--- src/rtl/vec_mem_seq_pkg.sv ---
// vec_mem_seq_pkg: shared types and defaults for the vector memory sequencer.
//   VMS_LANES / VMS_DATA_W : default lane count and lane/memory word width
//   idx_w()                : lane index width helper (at least 1 bit)
//   lane_idx_t             : lane index type for the default lane count
//   state_t                : sequencer FSM states
package vec_mem_seq_pkg;

    localparam int VMS_LANES  = 4;
    localparam int VMS_DATA_W = 32;

    function automatic int idx_w(input int n);
        return (n > 1) ? $clog2(n) : 1;
    endfunction

    localparam int VMS_IDX_W = idx_w(VMS_LANES);

    typedef logic [VMS_IDX_W-1:0] lane_idx_t;

    typedef enum logic [2:0] {
        ST_IDLE,
        ST_STORE,
        ST_LOAD,
        ST_DRAIN,
        ST_DONE
    } state_t;

endpackage

--- src/rtl/vms_lane_ctr.sv ---
// vms_lane_ctr: lane index counter for the vector memory sequencer.
// One counter serves both the issue side (lane on the memory bus) and the
// load capture side (lane whose read data is returning, idx-1).
//   clk, rst : clock, async active-low reset
//   load     : restart at lane 0 (wins over inc)
//   inc      : advance one lane, wrapping after LANES-1
//   idx      : current lane index
//   last     : idx is the final lane
module vms_lane_ctr
    import vec_mem_seq_pkg::*;
#(
    parameter int LANES = VMS_LANES,
    parameter int IDX_W = idx_w(LANES)
) (
    input  logic             clk,
    input  logic             rst,
    input  logic             load,
    input  logic             inc,
    output logic [IDX_W-1:0] idx,
    output logic             last
);

    localparam logic [IDX_W-1:0] LAST_IDX = IDX_W'(LANES - 1);

    logic [IDX_W-1:0] cnt_q, cnt_d;

    always_comb begin
        cnt_d = cnt_q;
        if (load) begin
            cnt_d = '0;
        end else if (inc) begin
            cnt_d = (cnt_q == LAST_IDX) ? '0 : cnt_q + 1'b1;
        end
    end

    always_ff @(posedge clk or negedge rst) begin
        if (!rst) begin
            cnt_q <= '0;
        end else begin
            cnt_q <= cnt_d;
        end
    end

    assign idx  = cnt_q;
    assign last = (cnt_q == LAST_IDX);

endmodule

--- src/rtl/vec_mem_seq.sv ---
// vec_mem_seq: serializes one LANES-wide vector load/store request into
// per-lane word accesses on a single-word data memory port, gathers load
// data into one vector and pulses rsp_valid on completion.
//   clk, rst          : clock, async active-low reset
//   req_valid/ready   : request handshake; ready only in IDLE
//   req_we/addr/wdata : store flag, lane-0 word address, packed store data
//   rsp_valid/rdata   : completion pulse; gathered load vector (held until
//                       the next load completes)
//   busy              : transfer in progress (CPU stall)
//   mem_*             : word memory port; mem_rdata returns one cycle
//                       after mem_re
// Optional: define VEC_MEM_SEQ_PERF_EN to add xfer_count, a 16-bit wrapping
// count of completed transfers.
module vec_mem_seq
    import vec_mem_seq_pkg::*;
#(
    parameter int LANES  = VMS_LANES,
    parameter int DATA_W = VMS_DATA_W,
    parameter int STRIDE = 1
) (
    input  logic                    clk,
    input  logic                    rst,
    input  logic                    req_valid,
    output logic                    req_ready,
    input  logic                    req_we,
    input  logic [31:0]             req_addr,
    input  logic [LANES*DATA_W-1:0] req_wdata,
    output logic                    rsp_valid,
    output logic [LANES*DATA_W-1:0] rsp_rdata,
    output logic                    busy,
    output logic [31:0]             mem_addr,
    output logic                    mem_re,
    output logic                    mem_we,
    output logic [DATA_W-1:0]       mem_wdata,
    input  logic [DATA_W-1:0]       mem_rdata
`ifdef VEC_MEM_SEQ_PERF_EN
    ,
    output logic [15:0]             xfer_count
`endif
);

    localparam int          IDX_W     = idx_w(LANES);
    localparam int          VW        = LANES * DATA_W;
    localparam logic [31:0] ADDR_STEP = 32'(STRIDE);

    state_t            state_q, state_d;
    logic [VW-1:0]     wdata_q, wdata_d;
    logic [VW-1:0]     gather_q, gather_d;
    logic [VW-1:0]     rsp_rdata_q, rsp_rdata_d;
    logic [31:0]       mem_addr_q, mem_addr_d;
    logic [DATA_W-1:0] mem_wdata_q, mem_wdata_d;
    logic              mem_re_q, mem_re_d;
    logic              mem_we_q, mem_we_d;
    logic              busy_q, busy_d;
    logic              rsp_valid_q, rsp_valid_d;

    logic [IDX_W-1:0]  ctr_idx;
    logic              ctr_last, ctr_load, ctr_inc;
    int                nxt_i, cap_i;

    vms_lane_ctr #(
        .LANES (LANES),
        .IDX_W (IDX_W)
    ) u_lane_ctr (
        .clk  (clk),
        .rst  (rst),
        .load (ctr_load),
        .inc  (ctr_inc),
        .idx  (ctr_idx),
        .last (ctr_last)
    );

    // The lane counter always names the lane currently on the bus. Address
    // advances by STRIDE from the previous issue, so 32-bit wrap is free.
    // Load data for lane idx-1 arrives while lane idx is issued; DRAIN picks
    // up the final lane after issue has stopped.
    always_comb begin
        state_d     = state_q;
        ctr_load    = 1'b0;
        ctr_inc     = 1'b0;
        wdata_d     = wdata_q;
        gather_d    = gather_q;
        rsp_rdata_d = rsp_rdata_q;
        mem_addr_d  = mem_addr_q;
        mem_wdata_d = mem_wdata_q;
        mem_re_d    = 1'b0;
        mem_we_d    = 1'b0;
        busy_d      = busy_q;
        rsp_valid_d = 1'b0;
        nxt_i       = int'(ctr_idx) + 1;
        cap_i       = int'(ctr_idx) - 1;

        unique case (state_q)
            ST_IDLE: begin
                if (req_valid) begin
                    ctr_load   = 1'b1;
                    wdata_d    = req_wdata;
                    gather_d   = '0;
                    mem_addr_d = req_addr;
                    busy_d     = 1'b1;
                    if (req_we) begin
                        state_d     = ST_STORE;
                        mem_we_d    = 1'b1;
                        mem_wdata_d = req_wdata[DATA_W-1:0];
                    end else begin
                        state_d  = ST_LOAD;
                        mem_re_d = 1'b1;
                    end
                end
            end
            ST_STORE: begin
                if (ctr_last) begin
                    state_d     = ST_DONE;
                    rsp_valid_d = 1'b1;
                end else begin
                    ctr_inc     = 1'b1;
                    mem_we_d    = 1'b1;
                    mem_addr_d  = mem_addr_q + ADDR_STEP;
                    mem_wdata_d = wdata_q[nxt_i*DATA_W +: DATA_W];
                end
            end
            ST_LOAD: begin
                if (ctr_idx != '0) begin
                    gather_d[cap_i*DATA_W +: DATA_W] = mem_rdata;
                end
                if (ctr_last) begin
                    state_d = ST_DRAIN;
                end else begin
                    ctr_inc    = 1'b1;
                    mem_re_d   = 1'b1;
                    mem_addr_d = mem_addr_q + ADDR_STEP;
                end
            end
            ST_DRAIN: begin
                gather_d[(LANES-1)*DATA_W +: DATA_W] = mem_rdata;
                rsp_rdata_d = gather_d;
                rsp_valid_d = 1'b1;
                state_d     = ST_DONE;
            end
            ST_DONE: begin
                busy_d  = 1'b0;
                state_d = ST_IDLE;
            end
            default: begin
                busy_d  = 1'b0;
                state_d = ST_IDLE;
            end
        endcase
    end

    always_ff @(posedge clk or negedge rst) begin
        if (!rst) begin
            state_q     <= ST_IDLE;
            wdata_q     <= '0;
            gather_q    <= '0;
            rsp_rdata_q <= '0;
            mem_addr_q  <= '0;
            mem_wdata_q <= '0;
            mem_re_q    <= 1'b0;
            mem_we_q    <= 1'b0;
            busy_q      <= 1'b0;
            rsp_valid_q <= 1'b0;
        end else begin
            state_q     <= state_d;
            wdata_q     <= wdata_d;
            gather_q    <= gather_d;
            rsp_rdata_q <= rsp_rdata_d;
            mem_addr_q  <= mem_addr_d;
            mem_wdata_q <= mem_wdata_d;
            mem_re_q    <= mem_re_d;
            mem_we_q    <= mem_we_d;
            busy_q      <= busy_d;
            rsp_valid_q <= rsp_valid_d;
        end
    end

    assign req_ready = (state_q == ST_IDLE);
    assign rsp_valid = rsp_valid_q;
    assign rsp_rdata = rsp_rdata_q;
    assign busy      = busy_q;
    assign mem_addr  = mem_addr_q;
    assign mem_re    = mem_re_q;
    assign mem_we    = mem_we_q;
    assign mem_wdata = mem_wdata_q;

`ifdef VEC_MEM_SEQ_PERF_EN
    logic [15:0] xfer_count_q, xfer_count_d;

    always_comb begin
        xfer_count_d = xfer_count_q;
        if (rsp_valid_q) begin
            xfer_count_d = xfer_count_q + 16'd1;
        end
    end

    always_ff @(posedge clk or negedge rst) begin
        if (!rst) begin
            xfer_count_q <= '0;
        end else begin
            xfer_count_q <= xfer_count_d;
        end
    end

    assign xfer_count = xfer_count_q;
`endif

endmodule

--- config.mk ---
export PLATFORM = sky130hd
export DESIGN_NAME = vec_mem_seq
export DESIGN_NICKNAME = d
export VERILOG_FILES = /design/src/rtl/vec_mem_seq_pkg.sv /design/src/rtl/vms_lane_ctr.sv /design/src/rtl/vec_mem_seq.sv
export SDC_FILE = /design/constraint.sdc
export NUM_CORES = 1
export LEC_CHECK = 0
export CORE_MARGIN = 8
export CORE_UTILIZATION = 50
export DETAILED_ROUTE_END_ITERATION = 16
export PLACE_DENSITY = 0.84
export SLEW_MARGIN = 15
export SYNTH_ARGS = -nofsm -noshare
export SYNTH_HDL_FRONTEND = slang
export SYNTH_SLANG_ARGS = --single-unit
--- constraint.sdc ---
create_clock -name clk -period 2.7 [get_ports clk]
set_input_delay 0.27 -clock clk [delete_from_list [all_inputs] [get_ports clk]]
set_output_delay 0.27 -clock clk [all_outputs]
set_load 0.01 [all_outputs]
==> impl_metrics.tcl, run 1 <==
set metrics [dict create \
    status "finished, final reports clean" \
    wire_per_inst_microns 21.6 \
    synthXorXnorAreaFrac_pct 0.155 \
    grt.overflow.total 0 \
    start_util_pct 50.7 \
    yosys.area.top_type "dfrtp_1" \
    final_core_util_pct 68.1 \
    peakVddDrop_uv 870 \
    hold_viol 0 \
    dp.final_hpwl_microns 33300 \
    path_class "reg -> reg" \
    area_growth_pct 34.4 \
    grt_start_max_net_pins 98 \
    synthesis.nets 1593 \
    clockBufferDepth 3 \
    cp.required_ps 3150 \
    period_minus_slack_ps 2360 \
    drt-total-wl_microns 48600 \
    clock.fmax_mhz 425 \
    synthCells 1390 \
    synth_top_family_by_area "multiplexers" \
    antenna_found_initial 4 \
    synth_area_per_cell_sq_um 12.2 \
    tns_ps 0 \
    hp-class "in -> async" \
    slew_viol_final 0 \
    grt_pass1_wl_microns 78000 \
    cp_data_arrival_time_ps 2810 \
    grt_usage_pct 23.8 \
    ys_types 63 \
    die-height_microns 200 \
    synth_flop_cell "dfrtp_1" \
    cts_root_buf "clkbuf_16" \
    globalplace.congestion 0.879 \
    slew_headroom_pct 52.7 \
    yosysSeqAreaShare_pct 58.0 \
    setup_viol 0 \
    dpl_cell_area_sq_um 21400 \
    cap_violations 0 \
    rows 67 \
    yosys_warnings 0 \
    fin_crit_sh_pct 87.2 \
    viasPerCell 5.65 \
    p_leak_nw 9.84 \
    synthArstFlopShare_pct 100 \
    ys_seq_elements 393 \
    dieArea_sq_um 40000 \
    fillers 2280 \
    vias 12700 \
    drt-initial-drc-count 775 \
    port_buffers 392 \
    synth_top_area_share_pct 58.0 \
    synth_compound_area_share_pct 11.8 \
    synth_edf_count 0 \
    p_per_area_nw_per_um2 1080 \
    worst_pin_slew_ps 710 \
    drc 0 \
    worst_setup_path_start_kind "register" \
    clk_latency_ps 530 \
    layout.nets 1971 \
    clkSlewWorstSetupHoldPaths_ps 60 \
    clock-sinks 393 \
    cts_buffers 41 \
    io_pins 393 \
    htree_levels 2 \
    ant_nets 0 \
    synth.area.top_cells "dfrtp_1 58%, mux2_2 17%, nand2_1 4.1%, a21oi_1 1.9%, a22o_1 1.9%" \
    critPathCaptureType "register" \
    core_sq_um 33400 \
    drive_above_1_share_pct 23.0 \
    muxShareOfSynthArea_pct 17.3 \
    post_cts_buffers 0 \
    cts_tree "done" \
    finClkSkew_ps 14.0 \
    synthSimpleGateAreaFrac_pct 8.85 \
    grt_pass1_vias 13800 \
    rsz0062_at_grt "false" \
    netlist_area_sq_um 17000 \
    fp.dieW_microns 200 \
    synth-adder-area-share_pct 0.517 \
    drt_pre_antenna_iters 5 \
    cp_max_fo 14 \
    final_cell_area_sq_um 22800 \
]
[cells in the final DEF (no fill, tap or decap), drive strengths merged, types with 2 or more instances in the layout]
cell type / netlist / layout
or3b: 2 / 2
clkbuf: 27 / 59
a22o: 36 / 36
o211a: 2 / 2
clkinvlp: 0 / 3
nand4: 13 / 13
clkdlybuf4s50: 0 / 391
a31oi: 4 / 4
nor2b: 5 / 5
a41oi: 3 / 3
nand2: 186 / 186
and2: 6 / 6
xnor2: 2 / 2
mux2: 256 / 256
nand3: 23 / 23
a21oi: 65 / 65
nor4b: 3 / 3
o21ai: 116 / 116
a22oi: 34 / 34
o22ai: 5 / 5
nor2: 59 / 59
and3: 4 / 4
a211oi: 2 / 2
or3: 2 / 2
diode: 0 / 3
ha: 7 / 7
nor4: 4 / 4
o22a: 8 / 8
a221o: 2 / 2
inv: 8 / 9
buf: 72 / 42
a2bb2oi: 6 / 6
clkinv: 1 / 6
nor3: 12 / 12
o311ai: 2 / 2
bufinv: 0 / 4
mux2i: 5 / 5
dfrtp: 393 / 393
[per-stage QoR]
stage	instances	setup WS, ps	hold WS [ps]	power [mW]
after CTS	2245	339	280	24.8
after global routing	2248	149	314	26.1
final	2248	344	295	24.7
after global placement	2172	473	292	18.4
after detailed placement	2172	401	285	18.9
after floorplan	1390	494	-25.6	15.1
[cells in the mapped netlist (5+ instances only)]
cell type,instances
a21oi_1,65
a22o_1,36
a22oi_1,34
a2bb2oi_1,6
and2_1,6
buf_2,56
buf_4,9
buf_6,7
clkbuf_1,27
dfrtp_1,393
ha_1,7
inv_1,8
mux2_2,256
mux2i_1,5
nand2_1,186
nand3_1,21
nand4_1,12
nor2_1,59
nor3_1,9
o21ai_0,38
o21ai_1,48
o21ai_2,28
o22a_1,8
o22ai_1,5
[routing by layer]
layer	vias to the layer above	track usage, %	routed length [microns]
met5	-	0	13
met3	96	7.28	4210
met2	530	40.1	23900
met4	2	7.65	1460
met1	6383	28.8	19000
li1	5696	-	-
[path summary, 6_finish.rpt]
kind                                               start                       end  slack, ps  depth (start not counted)
worst max-delay path              state_q[1]$_DFFE_PN0P_  mem_addr[24]$_DFFE_PN0P_        340                          6
worst min-delay path                                 rst  gather_q[25]$_DFFE_PN0P_        290                          2
worst max register to register    state_q[1]$_DFFE_PN0P_  mem_addr[24]$_DFFE_PN0P_        340                          6
worst min register to register  gather_q[36]$_DFFE_PN0P_  gather_q[36]$_DFFE_PN0P_        470                          2
max in group asynchronous                            rst   wdata_q[55]$_DFFE_PN0P_       1430                          3
min in group clk                             req_addr[0]   mem_addr[0]$_DFFE_PN0P_        300                          3
[state kept, by name, summed over array words and instances, names as in the netlist, 2 cells and up]
signal and cells:
gather_q 96, mem_addr 32, mem_wdata 32, rsp_rdata 128
state_q 3, u_lane_ctr.idx 2, wdata_q 96
[where the power goes]
part | total, mW | switching, mW | internal, mW
Combinational | 10.3 | 5.41 | 4.84
Clock | 5.79 | 2.31 | 3.48
Sequential | 8.63 | 1.12 | 7.51
[logic make-up after synthesis]
kind of cell             Yosys count
AO/OA/AOI/OAI                    296
XOR/XNOR                           3
adder cells (fa/ha/maj)            7
buffers and inverters            108
flip-flops                       393
multiplexers                     261
AND/OR/NAND/NOR                  322
[final cells by class]
class | instances | area (sq um) | share of cell area, %
sequential | 393 | 9830 | 43.2
clock buffer | 59 | 1190 | 5.24
inverter | 9 | 33.8 | 0.148
multi-input combinational | 889 | 6590 | 28.9
antenna | 3 | 7.51 | 0.0330
clock inverter | 13 | 199 | 0.873
tap | 448 | 561 | 2.46
timing repair buffer | 434 | 4360 | 19.1
[critical path, stage by stage, from the launching register on]
cell     delay (ps)
dfrtp_1         640
buf_4           240
nor2b_1         310
o311a_1         570
buf_4           260
nand4_1         100
a21oi_1         160
[repair_timing]
| item | CTS | global route |
|---|---|---|
| endpoints found under the hold margin | 63 | 0 |
| resized for setup | 0 | 0 |
| hold buffers | 1 | 0 |
No activity file was read; power rests on OpenSTA's default activity.
==> inputs of run 2 (changes only) <==
--- a/config.mk
+++ b/config.mk
@@ -7,6 +7,7 @@
 export LEC_CHECK = 0
 export CORE_MARGIN = 8
 export CORE_UTILIZATION = 50
+export CTS_BUF_LIST = sky130_fd_sc_hd__clkbuf_4 sky130_fd_sc_hd__clkbuf_8 sky130_fd_sc_hd__clkbuf_16
 export DETAILED_ROUTE_END_ITERATION = 16
 export PLACE_DENSITY = 0.84
 export SLEW_MARGIN = 15
==> run 2 against run 1 <==
  * Global-route usage down 0.21 points
  * Cell area up 0.15%
  * Largest power group unchanged
  * Count of clock-buffer cells in the layout unchanged
  * Setup slack worse by 1.1 ps
  * Critical endpoint is now mem_addr[2]$_DFFE_PN0P_
  * Combinational power about the same
  * Clock skew up 0.66 ps
==> impl_metrics.tcl, run 2 (synthesized netlist as in run 1, its figures left out) <==
set metrics [dict create \
    internal_power_mw 15.9 \
    rows 67 \
    layout_commonest_cell "dfrtp_1" \
    slowest_stage "dfrtp_1" \
    drt_pre_antenna_iters 5 \
    grt_pass1_wl_microns 77400 \
    cts_root_buf "clkbuf_16" \
    largest_reg_flops 128 \
    viasPerCell 5.66 \
    peakVddDrop_uv 870 \
    final_cell_area_sq_um 22800 \
    io_pins 393 \
    power_mw 24.7 \
    finClkSkew_ps 14.6 \
    final_cell_mix "393 x dfrtp_1, 391 x clkdlybuf4s50_1, 256 x mux2_2, 186 x nand2_1, 64 x a21oi_1" \
    vias 12700 \
    drt-total-wl_microns 48200 \
    slew_headroom_pct 52.3 \
    grt_pass1_vias 13800 \
    pwr-share-seq_pct 34.9 \
    tns_ps 0 \
    crit_top_cell "buf_4" \
    drc 0 \
    p_per_area_nw_per_um2 1080 \
    rsz0062_at_grt "false" \
    cp_cell_sequence "buf_4 -> nor2b_1 -> o311a_1 -> buf_4 -> o21ai_0 -> a22oi_1" \
    ant_nets 0 \
    r2r-end "mem_addr[2]$_DFFE_PN0P_" \
    clkSlewWorstSetupHoldPaths_ps 60 \
    cp_data_arrival_time_ps 2800 \
    worst_pin_slew_ps 715 \
    antenna_found_initial 4 \
    p_comb_share_pct 41.4 \
    htree_levels 2 \
    globalplace.congestion 0.879 \
    clock.fmax_mhz 424 \
    core_sq_um 33400 \
    hold_viol 0 \
    clockBufferDepth 3 \
    layout.nets 1971 \
    clkPwrFrac_pct 23.7 \
    grt_start_max_net_pins 98 \
    p_leak_nw 9.87 \
    reg2reg_depth 6 \
    layout.cells.non_filler 2248 \
    grt_usage_pct 23.6 \
    worst-r2r-setup-slack_ps 340 \
    multi_input_comb_area_sq_um 6590 \
    dieArea_sq_um 40000 \
    dp.final_hpwl_microns 33300 \
    setup_viol 0 \
    hp-class "in -> async" \
    critical_path_buf_inv_count 2 \
    dpl.cell_count 2172 \
    critPathCaptureType "register" \
    cp_max_fo 14 \
    drive_above_1_share_pct 23.5 \
    cp.required_ps 3140 \
    area_growth_pct 34.6 \
    clock-sinks 393 \
    r2r-start "state_q[1]$_DFFE_PN0P_" \
    die-height_microns 200 \
    drt-initial-drc-count 836 \
    cts_tree "done" \
    fillers 2291 \
    max_stage_delay_ps 640 \
    cp.depth 6 \
    period_minus_slack_ps 2360 \
    post_cts_buffers 0 \
    regArea_sq_um 9830 \
    slew_viol_final 0 \
    port_buffers 392 \
    swShare_pct 35.7 \
    hold_ws_ps 288 \
    fin_crit_sh_pct 87.3 \
    cap_violations 0 \
    wire_per_inst_microns 21.4 \
    fp.dieW_microns 200 \
    path_class "reg -> reg" \
    clk_latency_ps 530 \
    grt.overflow.total 0 \
    worst_setup_path_start_kind "register" \
    start_util_pct 50.7 \
    crit_family "compound AO/OA/AOI/OAI gates" \
    dpl_cell_area_sq_um 21400 \
    p_sw_mw 8.82 \
    cts_buffers 41 \
    status "finished, final reports clean" \
]
==> run 2: cell count changes in the layout (fill, tap and decap cells not counted) <==
cell	change
clkbuf_4	+9
clkbuf_1	-9
==> run 2: cell type report <==
cell class / count / share of cell area (%)
clock buffers: 59 / 5.38
clock inverters: 13 / 0.872
inverters: 9 / 0.148
well taps: 448 / 2.46
flip-flops and latches: 393 / 43.1
repair buffers: 434 / 19.1
multi-input cells: 889 / 28.9
diodes: 3 / 0.0329
==> run 2: timing repair <==
action | 4_1_cts | 5_1_grt
hold buffers | 1 | 0
endpoints found under the hold margin | 63 | 0
gates resized for setup | 0 | 0
==> run 2: worst max-delay path by stage <==
stage / from / to / slack (ps)
after floorplan: u_lane_ctr.idx[0]$_DFFE_PN0P_ / gather_q[10]$_DFFE_PN0P_ / 490
after global placement: req_valid / mem_addr[2]$_DFFE_PN0P_ / 470
after detailed placement: u_lane_ctr.idx[0]$_DFFE_PN0P_ / gather_q[91]$_DFFE_PN0P_ / 400
after CTS: u_lane_ctr.idx[0]$_DFFE_PN0P_ / gather_q[73]$_DFFE_PN0P_ / 330
after global routing: state_q[1]$_DFFE_PN0P_ / mem_addr[24]$_DFFE_PN0P_ / 150
final: state_q[1]$_DFFE_PN0P_ / mem_addr[2]$_DFFE_PN0P_ / 340
==> run 2: metrics by stage <==
step	setup slack (ps)	util, %
after floorplan	494	-
after global placement	473	63.9
after detailed placement	401	63.9
after CTS	331	68.2
after global routing	149	68.2
final	343	68.2
==> run 2: layer usage <==
layer / share of wire [%] / up-vias / track usage, %
met5: 0.027 / - / 0
met4: 3.2 / 2 / 7.86
met3: 8.3 / 99 / 6.91
met2: 49 / 507 / 39.5
met1: 40 / 6405 / 28.8
li1: - / 5701 / -
==> run 2: power by group through the flow <==
stage / Combinational, mW / Sequential [mW] / Clock, mW
2_1_floorplan: 6.34 / 8.73 / 0
3_3_place_gp: 9.86 / 8.58 / 0
4_1_cts: 10.3 / 8.62 / 5.97
5_1_grt: 11.1 / 8.83 / 6.19
6_report: 10.2 / 8.63 / 5.86
3_5_place_dp: 10.2 / 8.69 / 0
==> run 2: worst reg2reg max path: cells and delay by family, from the launching register on <==
family	cells	cell delay [ps]
compound gates	3	820
buf+inv	2	510
flops	1	640
simple gates	1	310
